### src/rtl/decode_seq.sv
// decode_seq: multi-cycle RV32 subset decoder/sequencer.
// Accepts one instruction in IDLE and walks it through
// DECODE -> EXEC -> (MEM) -> (WB), or DECODE -> TRAP for unsupported encodings.
// Decoded fields are registered at the end of DECODE and held until the
// instruction's final cycle. Control strobes are decoded from the state
// register and the latched instruction.
module decode_seq (
  input  logic        clk,
  input  logic        rst,
  input  logic        inst_valid,
  output logic        inst_ready,
  input  logic [31:0] inst,
  input  logic [31:0] pc_i,
  input  logic        mem_done,
  output logic [4:0]  ALUop_o,
  output logic        ALUSrc1,
  output logic        ALUSrc2,
  output logic [31:0] Imm,
  output logic [31:0] PC_o,
  output logic [4:0]  rs1,
  output logic [4:0]  rs2,
  output logic [4:0]  rd,
  output logic        ex_valid,
  output logic        branch,
  output logic        jump,
  output logic        mem_read,
  output logic        mem_write,
  output logic        reg_write,
  output logic        retire,
  output logic        illegal
);

  typedef enum logic [2:0] {
    S_IDLE   = 3'd0,
    S_DECODE = 3'd1,
    S_EXEC   = 3'd2,
    S_MEM    = 3'd3,
    S_WB     = 3'd4,
    S_TRAP   = 3'd5
  } state_t;

  // Instruction classes that drive sequencing and strobes.
  typedef enum logic [2:0] {
    C_R    = 3'd0,
    C_ADDI = 3'd1,
    C_LW   = 3'd2,
    C_JALR = 3'd3,
    C_SW   = 3'd4,
    C_BR   = 3'd5,
    C_ILL  = 3'd6
  } cls_t;

  state_t      state_r, state_nx_s;
  logic [31:0] inst_r;
  logic [31:0] pc_r;

  cls_t        cls_s;
  logic [4:0]  aluop_s;
  logic        src1_s;
  logic        src2_s;
  logic [31:0] imm_s;

  logic [4:0]  aluop_r;
  logic        src1_r;
  logic        src2_r;
  logic [31:0] imm_r;
  logic [31:0] pco_r;
  logic [4:0]  rs1_r;
  logic [4:0]  rs2_r;
  logic [4:0]  rd_r;

  logic [6:0]  opc_s;
  logic [2:0]  f3_s;
  logic [6:0]  f7_s;

  assign opc_s = inst_r[6:0];
  assign f3_s  = inst_r[14:12];
  assign f7_s  = inst_r[31:25];

  // Classify the latched instruction and produce ALU controls and immediate.
  always_comb begin
    cls_s   = C_ILL;
    aluop_s = 5'b00000;
    src1_s  = 1'b0;
    src2_s  = 1'b0;
    imm_s   = 32'h0000_0000;
    case (opc_s)
      7'b0110011: begin
        if (f7_s == 7'b0000000) begin
          case (f3_s)
            3'b000:  begin cls_s = C_R; aluop_s = 5'b01101; end
            3'b100:  begin cls_s = C_R; aluop_s = 5'b00110; end
            3'b101:  begin cls_s = C_R; aluop_s = 5'b01001; end
            3'b110:  begin cls_s = C_R; aluop_s = 5'b00101; end
            3'b111:  begin cls_s = C_R; aluop_s = 5'b00100; end
            default: begin cls_s = C_ILL; aluop_s = 5'b00000; end
          endcase
        end else if ((f7_s == 7'b0100000) && (f3_s == 3'b000)) begin
          cls_s   = C_R;
          aluop_s = 5'b01110;
        end else begin
          cls_s = C_ILL;
        end
      end
      7'b0010011: begin
        if (f3_s == 3'b000) begin
          cls_s   = C_ADDI;
          aluop_s = 5'b01100;
          src2_s  = 1'b1;
          imm_s   = {{20{inst_r[31]}}, inst_r[31:20]};
        end else begin
          cls_s = C_ILL;
        end
      end
      7'b0000011: begin
        if (f3_s == 3'b010) begin
          cls_s   = C_LW;
          aluop_s = 5'b10100;
          src2_s  = 1'b1;
          imm_s   = {{20{inst_r[31]}}, inst_r[31:20]};
        end else begin
          cls_s = C_ILL;
        end
      end
      7'b1100111: begin
        if (f3_s == 3'b000) begin
          cls_s   = C_JALR;
          aluop_s = 5'b10100;
          src2_s  = 1'b1;
          imm_s   = {{20{inst_r[31]}}, inst_r[31:20]};
        end else begin
          cls_s = C_ILL;
        end
      end
      7'b0100011: begin
        if (f3_s == 3'b010) begin
          cls_s   = C_SW;
          aluop_s = 5'b10101;
          src2_s  = 1'b1;
          imm_s   = {{20{inst_r[31]}}, inst_r[31:25], inst_r[11:7]};
        end else begin
          cls_s = C_ILL;
        end
      end
      7'b1100011: begin
        if ((f3_s == 3'b000) || (f3_s == 3'b100)) begin
          cls_s   = C_BR;
          aluop_s = (f3_s == 3'b000) ? 5'b10001 : 5'b10010;
          src1_s  = 1'b1;
          src2_s  = 1'b1;
          imm_s   = {{19{inst_r[31]}}, inst_r[31], inst_r[7],
                     inst_r[30:25], inst_r[11:8], 1'b0};
        end else begin
          cls_s = C_ILL;
        end
      end
      default: begin
        cls_s = C_ILL;
      end
    endcase
  end

  // Next-state selection for the instruction sequencer.
  always_comb begin
    state_nx_s = state_r;
    case (state_r)
      S_IDLE:   state_nx_s = inst_valid ? S_DECODE : S_IDLE;
      S_DECODE: state_nx_s = (cls_s == C_ILL) ? S_TRAP : S_EXEC;
      S_EXEC: begin
        if ((cls_s == C_LW) || (cls_s == C_SW)) begin
          state_nx_s = S_MEM;
        end else if (cls_s == C_BR) begin
          state_nx_s = S_IDLE;
        end else begin
          state_nx_s = S_WB;
        end
      end
      S_MEM: begin
        if (mem_done) begin
          state_nx_s = (cls_s == C_LW) ? S_WB : S_IDLE;
        end else begin
          state_nx_s = S_MEM;
        end
      end
      S_WB:     state_nx_s = S_IDLE;
      S_TRAP:   state_nx_s = S_IDLE;
      default:  state_nx_s = S_IDLE;
    endcase
  end

  // State register; reset returns to IDLE from any state.
  always_ff @(posedge clk) begin
    if (rst) begin
      state_r <= S_IDLE;
    end else begin
      state_r <= state_nx_s;
    end
  end

  // Capture the instruction word and its PC on the accept handshake.
  always_ff @(posedge clk) begin
    if (rst) begin
      inst_r <= 32'h0000_0000;
      pc_r   <= 32'h0000_0000;
    end else if ((state_r == S_IDLE) && inst_valid) begin
      inst_r <= inst;
      pc_r   <= pc_i;
    end else begin
      inst_r <= inst_r;
      pc_r   <= pc_r;
    end
  end

  // Register decoded fields at the end of DECODE; clear them when the
  // instruction finishes or traps so they read zero in IDLE and TRAP.
  always_ff @(posedge clk) begin
    if (rst) begin
      aluop_r <= 5'b00000;
      src1_r  <= 1'b0;
      src2_r  <= 1'b0;
      imm_r   <= 32'h0000_0000;
      pco_r   <= 32'h0000_0000;
      rs1_r   <= 5'd0;
      rs2_r   <= 5'd0;
      rd_r    <= 5'd0;
    end else if ((state_r == S_DECODE) && (cls_s != C_ILL)) begin
      aluop_r <= aluop_s;
      src1_r  <= src1_s;
      src2_r  <= src2_s;
      imm_r   <= imm_s;
      pco_r   <= pc_r;
      rs1_r   <= inst_r[19:15];
      rs2_r   <= inst_r[24:20];
      rd_r    <= inst_r[11:7];
    end else if ((state_nx_s == S_IDLE) || (state_nx_s == S_TRAP)) begin
      aluop_r <= 5'b00000;
      src1_r  <= 1'b0;
      src2_r  <= 1'b0;
      imm_r   <= 32'h0000_0000;
      pco_r   <= 32'h0000_0000;
      rs1_r   <= 5'd0;
      rs2_r   <= 5'd0;
      rd_r    <= 5'd0;
    end else begin
      aluop_r <= aluop_r;
      src1_r  <= src1_r;
      src2_r  <= src2_r;
      imm_r   <= imm_r;
      pco_r   <= pco_r;
      rs1_r   <= rs1_r;
      rs2_r   <= rs2_r;
      rd_r    <= rd_r;
    end
  end

  // Drive outputs; everything is forced low while reset is asserted so an
  // aborted instruction can never emit a strobe in the reset cycle.
  always_comb begin
    inst_ready = 1'b0;
    ex_valid   = 1'b0;
    branch     = 1'b0;
    jump       = 1'b0;
    mem_read   = 1'b0;
    mem_write  = 1'b0;
    reg_write  = 1'b0;
    retire     = 1'b0;
    illegal    = 1'b0;
    ALUop_o    = 5'b00000;
    ALUSrc1    = 1'b0;
    ALUSrc2    = 1'b0;
    Imm        = 32'h0000_0000;
    PC_o       = 32'h0000_0000;
    rs1        = 5'd0;
    rs2        = 5'd0;
    rd         = 5'd0;
    if (!rst) begin
      ALUop_o = aluop_r;
      ALUSrc1 = src1_r;
      ALUSrc2 = src2_r;
      Imm     = imm_r;
      PC_o    = pco_r;
      rs1     = rs1_r;
      rs2     = rs2_r;
      rd      = rd_r;
      case (state_r)
        S_IDLE: inst_ready = 1'b1;
        S_EXEC: begin
          ex_valid = 1'b1;
          branch   = (cls_s == C_BR);
          jump     = (cls_s == C_JALR);
          retire   = (cls_s == C_BR);
        end
        S_MEM: begin
          mem_read  = (cls_s == C_LW);
          mem_write = (cls_s == C_SW);
          retire    = (cls_s == C_SW) && mem_done;
        end
        S_WB: begin
          retire    = 1'b1;
          reg_write = (inst_r[11:7] != 5'd0);
        end
        S_TRAP:  illegal = 1'b1;
        default: inst_ready = 1'b0;
      endcase
    end else begin
      inst_ready = 1'b0;
    end
  end

endmodule

### config.mk
export PLATFORM = sky130hd
export DESIGN_NAME = decode_seq
export DESIGN_NICKNAME = d
export VERILOG_FILES = /design/src/rtl/decode_seq.sv
export SDC_FILE = /design/constraint.sdc
export NUM_CORES = 1
export LEC_CHECK = 0
export BUFFER_PORTS_ARGS = -buffer_cell sky130_fd_sc_hd__clkbuf_2
export CAP_MARGIN = 10
export CORE_ASPECT_RATIO = 0.9
export CORE_MARGIN = 3
export CORE_UTILIZATION = 38
export CTS_CLUSTER_DIAMETER = 100
export DETAILED_ROUTE_END_ITERATION = 8
export PLACE_DENSITY = 0.58
export SETUP_SLACK_MARGIN = 0.15
export SLEW_MARGIN = 20
export SYNTH_ARGS = -nofsm -noshare
export SYNTH_HDL_FRONTEND = slang
export SYNTH_SLANG_ARGS = --single-unit
### constraint.sdc
create_clock -name clk -period 4.9 [get_ports clk]
set_input_delay 0.245 -clock clk [delete_from_list [all_inputs] [get_ports clk]]
set_output_delay 0.245 -clock clk [all_outputs]
set_load 0.01 [all_outputs]
==> qor.yml, run 1 <==
status:
  status: "finished, final reports clean"
cells_and_area:
  post-route-util: 0.482
  drive_above_1_share: 0.259
  syn_to_final_growth_pct: 22.2
  final_cell_mix: "clkbuf_2 (161), nand2_1 (140), dfxtp_1 (134)"
  final_common_cell: "clkbuf_2"
  multi_input_area_um2: 2560
  layout.nets: 836
  seqCellArea_um2: 2680
  fillers: 1442
  diodes: 0
worst_setup_path:
  cp_max_fo: 42
  crit_path_start_kind: "register"
  crit_type: "reg -> reg"
  cp_data_required_time_ns: 5.20
  rrSetupSlack_ns: 1.93
  critPathArrivalTime_ns: 3.26
  end_kind: "register"
die:
  die_height_um: 121
  coreArea_um2: 14300
  initial_core_util: 0.394
  io_pins: 163
  dieArea_um2: 16300
  die_w_um: 134
  rows: 41
placed_design:
  place_ws_ns: 1.75
  hpwlAfterDp_um: 10100
  gp_congestion: 0.896
  port_buffers: 162
timing:
  relSlewSlack: 0.332
  final.setup.tns_ns: 0
  clock_skew_ns: 0.00771
  rsz0062_at_grt: "false"
  period_needed_ns: 2.97
  drv_slew: 0
  setup_slack_ns: 1.93
  clock.fmax_mhz: 337
  min_period_over_period: 0.605
  final-hold-violation-count: 0
  setup_viol: 0
  worst_slew_pin_slew_ns: 1.00
  timing.hold.ws_ns: 0.0495
cts:
  clk_path_buf_depth: 2
  cts_tree: "yes"
  cts_buffers: 17
  hold_buffers: 0
  path_clk_slew_ns: 0.06
  cts_resized: 0
  worstSkewPairLatency_ns: 0.41
  postCtsSetupRepairBufs: 0
  cts.sinks: 134
  root_buffer: "clkbuf_16"
  h-tree-depth: 4
synth:
  synth.avg_cell_area_um2: 8.61
  yosysWarningCount: 0
  ys_ff_latch: 134
  synth_edf_count: 0
  yosys.area.top_type: "dfxtp_1"
  async_flop_share: 0
  synth_cell_types: 49
  ys_seq_area_frac: 0.477
  synth_nets: 721
  synthTopCellsByArea: "dfxtp_1 (48%), a22o_1 (9.5%), nand2_1 (9.5%)"
  netlist_instances: 653
  netlist.area_leader.share: 0.477
  syn_area_um2: 5620
  synth_ff_type: "dfxtp_1"
routing:
  drt-total-wl_um: 15000
  drc: 0
  antenna_left: 0
  drt_iter0_markers: 367
  drt-vias-per-instance: 5.10
  routed-via-count: 4955
  dr.pass1.iters: 5
  post_drt_wl_per_cell_um: 15.4
grt:
  grt_pass1_vias: 4561
  grt_use_total: 0.184
  grt_max_degree: 96
  grt_pass1_wl_um: 23500
  antenna_found_initial: 0
  grt_overflow: 0
hold_path:
  hp-class: "in -> reg"
power_and_ir_drop:
  leakagePower_nw: 2.94
  ir_drop_mv: 0.244
  powerDensity_nw_per_um2: 364
run:
  maxCapViolations: 0
## worst paths after layout
check	from	to	depth (start not counted)
hold reg to reg	pc_r[5]	pc_r[5]	2
setup / recovery	inst_r[13]	pco_r[22]	7
hold / removal	pc_i[9]	pc_r[9]	3
setup reg to reg	inst_r[13]	pco_r[22]	7
## synthesized netlist by cell type, drive strengths merged (4+ instances only)
master / count
a21oi: 74
dfxtp: 134
nand3: 7
buf: 43
a22o: 61
nand2: 142
clkbuf: 27
nor4: 5
o21ai: 5
a22oi: 4
nor3: 8
nor2: 18
o2bb2ai: 6
nor2b: 72
and3: 4
## worst max-delay path: stages, from the launching register on
cell	delay (ns)
dfxtp_1	0.74
nor4b_1	0.36
nor4_2	0.12
a211oi_1	0.28
mux2i_1	0.32
nand2_2	0.35
buf_4	0.41
a22o_1	0.24
## final cells by class
class	instances	area share
clock buffers	26	0.0741
clock inverters	4	0.00291
inverters	2	0.00109
multi-input cells	447	0.373
flip-flops and latches	134	0.391
well taps	193	0.0352
repair buffers	166	0.123
## sequential cells by signal, summed over array words and instances (netlist names)
register / count
rd_r: 5
aluop_r: 5
rs2_r: 5
src1_r: 1
pc_r: 32
imm_r: 13
rs1_r: 5
pco_r: 32
src2_r: 1
state_r: 3
inst_r: 32
## power by group
group,internal [W],switching [W],total (W)
clock network,0.000704,0.000420,0.00112
logic,0.0000713,0.000133,0.000204
registers,0.00113,0.0000409,0.00117
## stage by stage
stage | instances | cell area (um2) | power, W
floorplan | 653 | 5620 | 0.00133
global placement | 942 | 6340 | 0.00139
detailed placement | 942 | 6340 | 0.00140
CTS | 972 | 6870 | 0.00253
global route | 972 | 6870 | 0.00260
finish | 972 | 6870 | 0.00250
## logic make-up after synthesis
family / share of synthesized area
buf+inv: 0.0688
simple gates: 0.250
flops: 0.477
xor+xnor: 0.00312
mux: 0.00356
compound gates: 0.198
## routing by layer
metal / GRT usage / share of wire
met5: 0 / 0
met4: 0.0725 / 0.021
met2: 0.272 / 0.45
met3: 0.0651 / 0.077
met1: 0.246 / 0.45
(Power assumes the default switching activity.)
==> run 2, diff against run 1 <==
ABC_AREA = 1   (was not set)
PLACE_DENSITY = 0.57   (was 0.58)
clock period = 2.8 ns   (was 4.9 ns; I/O delays follow)
==> run 2 against run 1 <==
  * Clock-buffer cell count is 2 lower
  * Utilization up 1.1 points
  * Via count grew 14%
  * Non-clock buffer count rose by 27
  * Highest routed layer unchanged
==> qor.yml, run 2 <==
synth:
  yosys.area.top_type: "dfxtp_1"
  yosysWarningCount: 0
  yosys.cell_count.top_type: "nand2_1"
  synth_cell_types: 26
  synth_ff_type: "dfxtp_1"
  synth_nets: 955
  synth.avg_cell_area_um2: 6.82
  ys_seq_area_frac: 0.443
  syn_area_um2: 6050
  synth_edf_count: 0
  netlist_instances: 887
  netlist.area_leader.share: 0.443
  synthTopCellsByArea: "dfxtp_1 (44%), nand2_1 (10%), inv_1 (8.9%)"
  async_flop_share: 0
  ys_top_cells_by_count: "nand2_1 (165), inv_1 (143), dfxtp_1 (134), nor2_1 (92), nand3_1 (87)"
  ys_ff_latch: 134
timing:
  clock.fmax_mhz: 440
  final-hold-violation-count: 0
  rsz0062_at_grt: "false"
  setup_slack_ns: 0.529
  period_needed_ns: 2.27
  setup_viol: 0
  min_period_over_period: 0.811
  timing.hold.ws_ns: 0.0205
  worst_slew_pin_slew_ns: 1.02
  final.setup.tns_ns: 0
  drv_slew: 0
  clock_skew_ns: 0.00963
  relSlewSlack: 0.320
worst_setup_path:
  r2r-start: "inst_r[28]"
  crit_type: "reg -> out"
  reg2reg_to: "imm_r[30]"
  rrSetupSlack_ns: 0.58
  cp_data_required_time_ns: 2.66
  critPathArrivalTime_ns: 2.13
  reg2regPathDepth: 16
  cp_max_fo: 3
  end_kind: "output pin"
  crit_path_start_kind: "register"
cells_and_area:
  final_common_cell: "nand2_1"
  fillers: 1589
  top_regs: "inst_r: 32 flops, pc_r: 32 flops, pco_r: 32 flops"
  layout.nets: 1099
  final_cell_mix: "nand2_1 (165), clkbuf_2 (162), inv_1 (142)"
  syn_to_final_growth_pct: 26.3
  diodes: 0
  drive_above_1_share: 0.229
routing:
  post_drt_wl_per_cell_um: 12.6
  routed-via-count: 5632
  drt-total-wl_um: 15700
  drt-vias-per-instance: 4.52
  antenna_left: 0
  drc: 0
  dr.pass1.iters: 4
  drt_iter0_markers: 308
placed_design:
  hpwlAfterDp_um: 10900
  port_buffers: 162
  place_ws_ns: 0.269
  gp_congestion: 0.887
die:
  initial_core_util: 0.390
  io_pins: 163
  die_height_um: 126
  dieArea_um2: 17500
  die_w_um: 139
  coreArea_um2: 15500
  rows: 43
power_and_ir_drop:
  powerDensity_nw_per_um2: 620
  ir_drop_mv: 0.426
  leakagePower_nw: 3.68
cts:
  path_clk_slew_ns: 0.06
  worstSkewPairLatency_ns: 0.42
  root_buffer: "clkbuf_16"
  h-tree-depth: 4
  cts_buffers: 17
  cts.sinks: 134
  cts_tree: "yes"
  clk_path_buf_depth: 2
grt:
  grt_max_degree: 129
  grt_overflow: 0
  grt_pass1_vias: 5111
  grt_use_total: 0.183
  grt_pass1_wl_um: 25800
  antenna_found_initial: 0
hold_path:
  hold-path-endpoint: "inst_r[23]"
  hold_start: "inst[23]"
  hp-class: "in -> reg"
  holdPathStages: 3
status:
  status: "finished, final reports clean"
run:
  maxCapViolations: 0
==> run 2: cell count changes in the layout (fill, tap and decap cells not counted), moves of 7 or more <==
| cell | change |
|---|---|
| inv_1 | +140 |
| nand3_1 | +79 |
| nor2_1 | +74 |
| nor2b_1 | -71 |
| o21ai_0 | +67 |
| a22o_1 | -61 |
| nand2_1 | +25 |
| dlygate4sd3_1 | +22 |
| inv_2 | +16 |
| a21oi_1 | -7 |
| o22ai_1 | +7 |
==> run 2: stage by stage <==
step | cell area, um2 | std cells | total power [W] | util
after floorplan | 6050 | 887 | 0.00253 | -
after global placement | 6850 | 1192 | 0.00269 | 0.442
after detailed placement | 6850 | 1192 | 0.00269 | 0.442
after CTS | 7630 | 1245 | 0.00479 | 0.492
after global routing | 7640 | 1245 | 0.00497 | 0.493
final | 7640 | 1245 | 0.00474 | 0.493
==> run 2: worst max-delay path, cell delays in order (launching register included) <==
cell	delay, ns
dfxtp_1	0.31
inv_1	0.07
nand2_1	0.06
nor2_1	0.26
nand3_1	0.15
nand3_1	0.11
nand2_2	0.09
nor2_4	0.16
nand4_1	0.14
nor2_1	0.12
o21a_1	0.11
clkbuf_2	0.13
==> run 2: layer usage <==
metal	vias up	track usage	part of all wire
met2	143	0.276	0.43
met3	19	0.0471	0.050
met5	-	0	0
met1	2440	0.256	0.50
li1	3030	-	-
met4	0	0.0587	0.018
==> run 2: cell families (layout without fill, tap and decap cells) <==
| family | after synthesis | count (layout) | share of synthesized area |
|---|---|---|---|
| buffers and inverters | 226 | 382 | 0.159 |
| AOI/OAI and AO/OA | 147 | 147 | 0.124 |
| and+or+nand+nor | 380 | 380 | 0.274 |
| DFF | 134 | 134 | 0.443 |
==> run 2: worst max-delay path by stage <==
stage,startpoint,endpoint,slack (ns),cells past startpoint
6_report,inst_r[28],retire,0.53,11
3_5_place_dp,inst_r[28],rs1_r[3],0.27,16
2_1_floorplan,inst_r[3],aluop_r[4],0.88,18
4_1_cts,inst_r[28],rs2_r[0],0.24,16
5_1_grt,inst_r[28],pco_r[26],0.24,16
3_3_place_gp,inst_r[3],imm_r[30],0.30,16
==> run 2: power breakdown <==
group          internal [W]  leakage, nW  total, W  switching [W]
Combinational      0.000192         2.32  0.000593       0.000402
Clock               0.00126        0.266   0.00206       0.000798
Sequential          0.00202         1.09   0.00208      0.0000631
==> run 2: layout make-up <==
cell class | count | area [um2] | area share
well taps | 202 | 253 | 0.0331
multi-input cells | 527 | 2420 | 0.317
repair buffers | 193 | 1140 | 0.149
flip-flops and latches | 134 | 2680 | 0.351
clock inverters | 7 | 45.0 | 0.00589
inverters | 158 | 593 | 0.0776
clock buffers | 24 | 512 | 0.0670
==> run 2: repair_timing <==
item / CTS / global route
hold buffers: 22 / 0
hold endpoints to repair: 22 / 0
buffers inserted: 0 / 0
endpoints found under the setup margin: 0 / 67
resized for setup: 0 / 4
==> run 3, diff against run 2 <==
PLACE_DENSITY = 0.59   (was 0.57)
clock period = 2 ns   (was 2.8 ns; I/O delays follow)
==> run 3 against run 2 <==
  * Die area unchanged
  * Utilization up 6.7 points
  * The run now ends with setup timing left
  * Worst hold slack worse by 0.010 ns
  * Largest power group is now the clock network
  * Total power up 48%
==> qor.yml, run 3 (synthesis gave the netlist of run 2 again) <==
worst_setup_path:
  cp_max_fo: 8
  critPathArrivalTime_ns: 2.08
  reg2reg_to: "pco_r[26]"
  end_kind: "output pin"
  cp-startpoint: "inst_r[0]"
  rrSetupSlack_ns: -0.15
  r2r-start: "inst_r[0]"
  reg2regPathDepth: 15
  cp_data_required_time_ns: 1.90
  crit_path_start_kind: "register"
  crit_type: "reg -> out"
grt:
  grt_overflow: 0
  antenna_found_initial: 0
  grt_pass1_wl_um: 27700
  grt_max_degree: 78
  grt_use_total: 0.195
  grt_pass1_vias: 5782
die:
  die_w_um: 139
  die_height_um: 126
  coreArea_um2: 15500
  initial_core_util: 0.390
  dieArea_um2: 17500
  rows: 43
  io_pins: 163
routing:
  drt_iter0_markers: 339
  drc: 0
  antenna_left: 0
  drt-total-wl_um: 16900
  dr.pass1.iters: 5
  routed-via-count: 6044
  drt-vias-per-instance: 4.53
  post_drt_wl_per_cell_um: 12.6
timing:
  drv_slew: 0
  worst_slew_pin_slew_ns: 0.373
  relSlewSlack: 0.749
  rsz0062_at_grt: "true"
  min_period_over_period: 1.09
  final-hold-violation-count: 0
  clock.fmax_mhz: 459
  setup_slack_ns: -0.178
  period_needed_ns: 2.18
  setup_viol: 71
  clock_skew_ns: 0.00840
cts:
  root_buffer: "clkbuf_16"
  cts_buffers: 17
  cts_tree: "yes"
  path_clk_slew_ns: 0.06
  h-tree-depth: 4
  cts.sinks: 134
  worstSkewPairLatency_ns: 0.42
  clk_path_buf_depth: 2
power_and_ir_drop:
  p_switching_w: 0.00187
  internal-power_w: 0.00513
  p_clk_frac: 0.422
  powerDensity_nw_per_um2: 806
  pwr-share-comb: 0.161
  ir_drop_mv: 0.668
  finalPower_w: 0.00700
  power.share.sequential: 0.417
  leakagePower_nw: 4.18
  p_sw_frac: 0.267
hold_path:
  hold-path-endpoint: "inst_r[11]"
  holdPathStages: 3
  hp-class: "in -> reg"
  hold_start: "inst[11]"
status:
  status: "finished with violations"
  violations: "setup timing"
placed_design:
  gp_congestion: 0.891
  port_buffers: 162
  hpwlAfterDp_um: 11100
  place_ws_ns: -0.0456
cells_and_area:
  syn_to_final_growth_pct: 43.5
  fillers: 1490
  top_regs: "inst_r: 32 flops, pc_r: 32 flops, pco_r: 32 flops"
  diodes: 0
  post-route-util: 0.560
  final_cell_mix: "clkbuf_2 (157), nand2_1 (153), inv_1 (139)"
  drive_above_1_share: 0.291
  layout.nets: 1188
  final_common_cell: "clkbuf_2"
run:
  maxCapViolations: 0
[run 3: worst max-delay path by stage]
stage	end
after CTS	aluop_r[3]
after detailed placement	imm_r[0]
after global placement	rs2_r[1]
after global routing	mem_read
after floorplan	aluop_r[4]
final	mem_read
[run 3: power by group through the flow]
stage	Clock, W	Combinational, W	Sequential, W
4_1_cts	0.00302	0.00108	0.00292
3_3_place_gp	0	0.000938	0.00297
2_1_floorplan	0	0.000598	0.00296
5_1_grt	0.00317	0.00126	0.00294
6_report	0.00295	0.00113	0.00292
3_5_place_dp	0	0.000942	0.00297
[run 3: what timing repair did]
action / 4_1_cts / 5_1_grt
hold buffers: 58 / 0
setup endpoints to repair: 72 / 75
cloned: 0 / 1
hold endpoints to repair: 58 / 0
setup buffers: 19 / 2
pin swaps: 20 / 7
gates resized for setup: 26 / 15
[run 3: stage by stage]
step | cell area, um2 | instances | hold slack, ns | setup TNS (ns)
2_1_floorplan | 6100 | 887 | 0.293 | 0
3_3_place_gp | 7220 | 1223 | 0.379 | -0.158
3_5_place_dp | 7220 | 1223 | 0.384 | -1.78
4_1_cts | 8600 | 1332 | 0.00102 | -9.41
5_1_grt | 8680 | 1335 | 0.0122 | -24.37
6_report | 8680 | 1335 | 0.0102 | -8.92
[run 3: critical path: stages (launching register included)]
cell and delay [ns]:
dfxtp_2 0.33, nand2_2 0.09, nor2_4 0.25, nand3_1 0.13, nand2_2 0.11, nor2_4 0.04, nand2_2 0.08, buf_4 0.11
nand4_1 0.12, buf_4 0.16, nor3_2 0.09, clkbuf_2 0.15
[run 3: final cells by class]
cell class | instances | area, um2 | area share
flip-flops and latches | 134 | 2690 | 0.310
multi-input cells | 527 | 2570 | 0.296
repair buffers | 282 | 2000 | 0.231
inverters | 158 | 598 | 0.0689
clock buffers | 18 | 429 | 0.0494
well taps | 202 | 253 | 0.0291
clock inverters | 14 | 135 | 0.0156
[run 3: metal layers]
metal	GRT usage	vias up	part of all wire
met3	0.0497	27	0.049
met1	0.248	2643	0.47
met4	0.0777	0	0.024
li1	-	3205	-
met2	0.319	169	0.46
met5	0	-	0
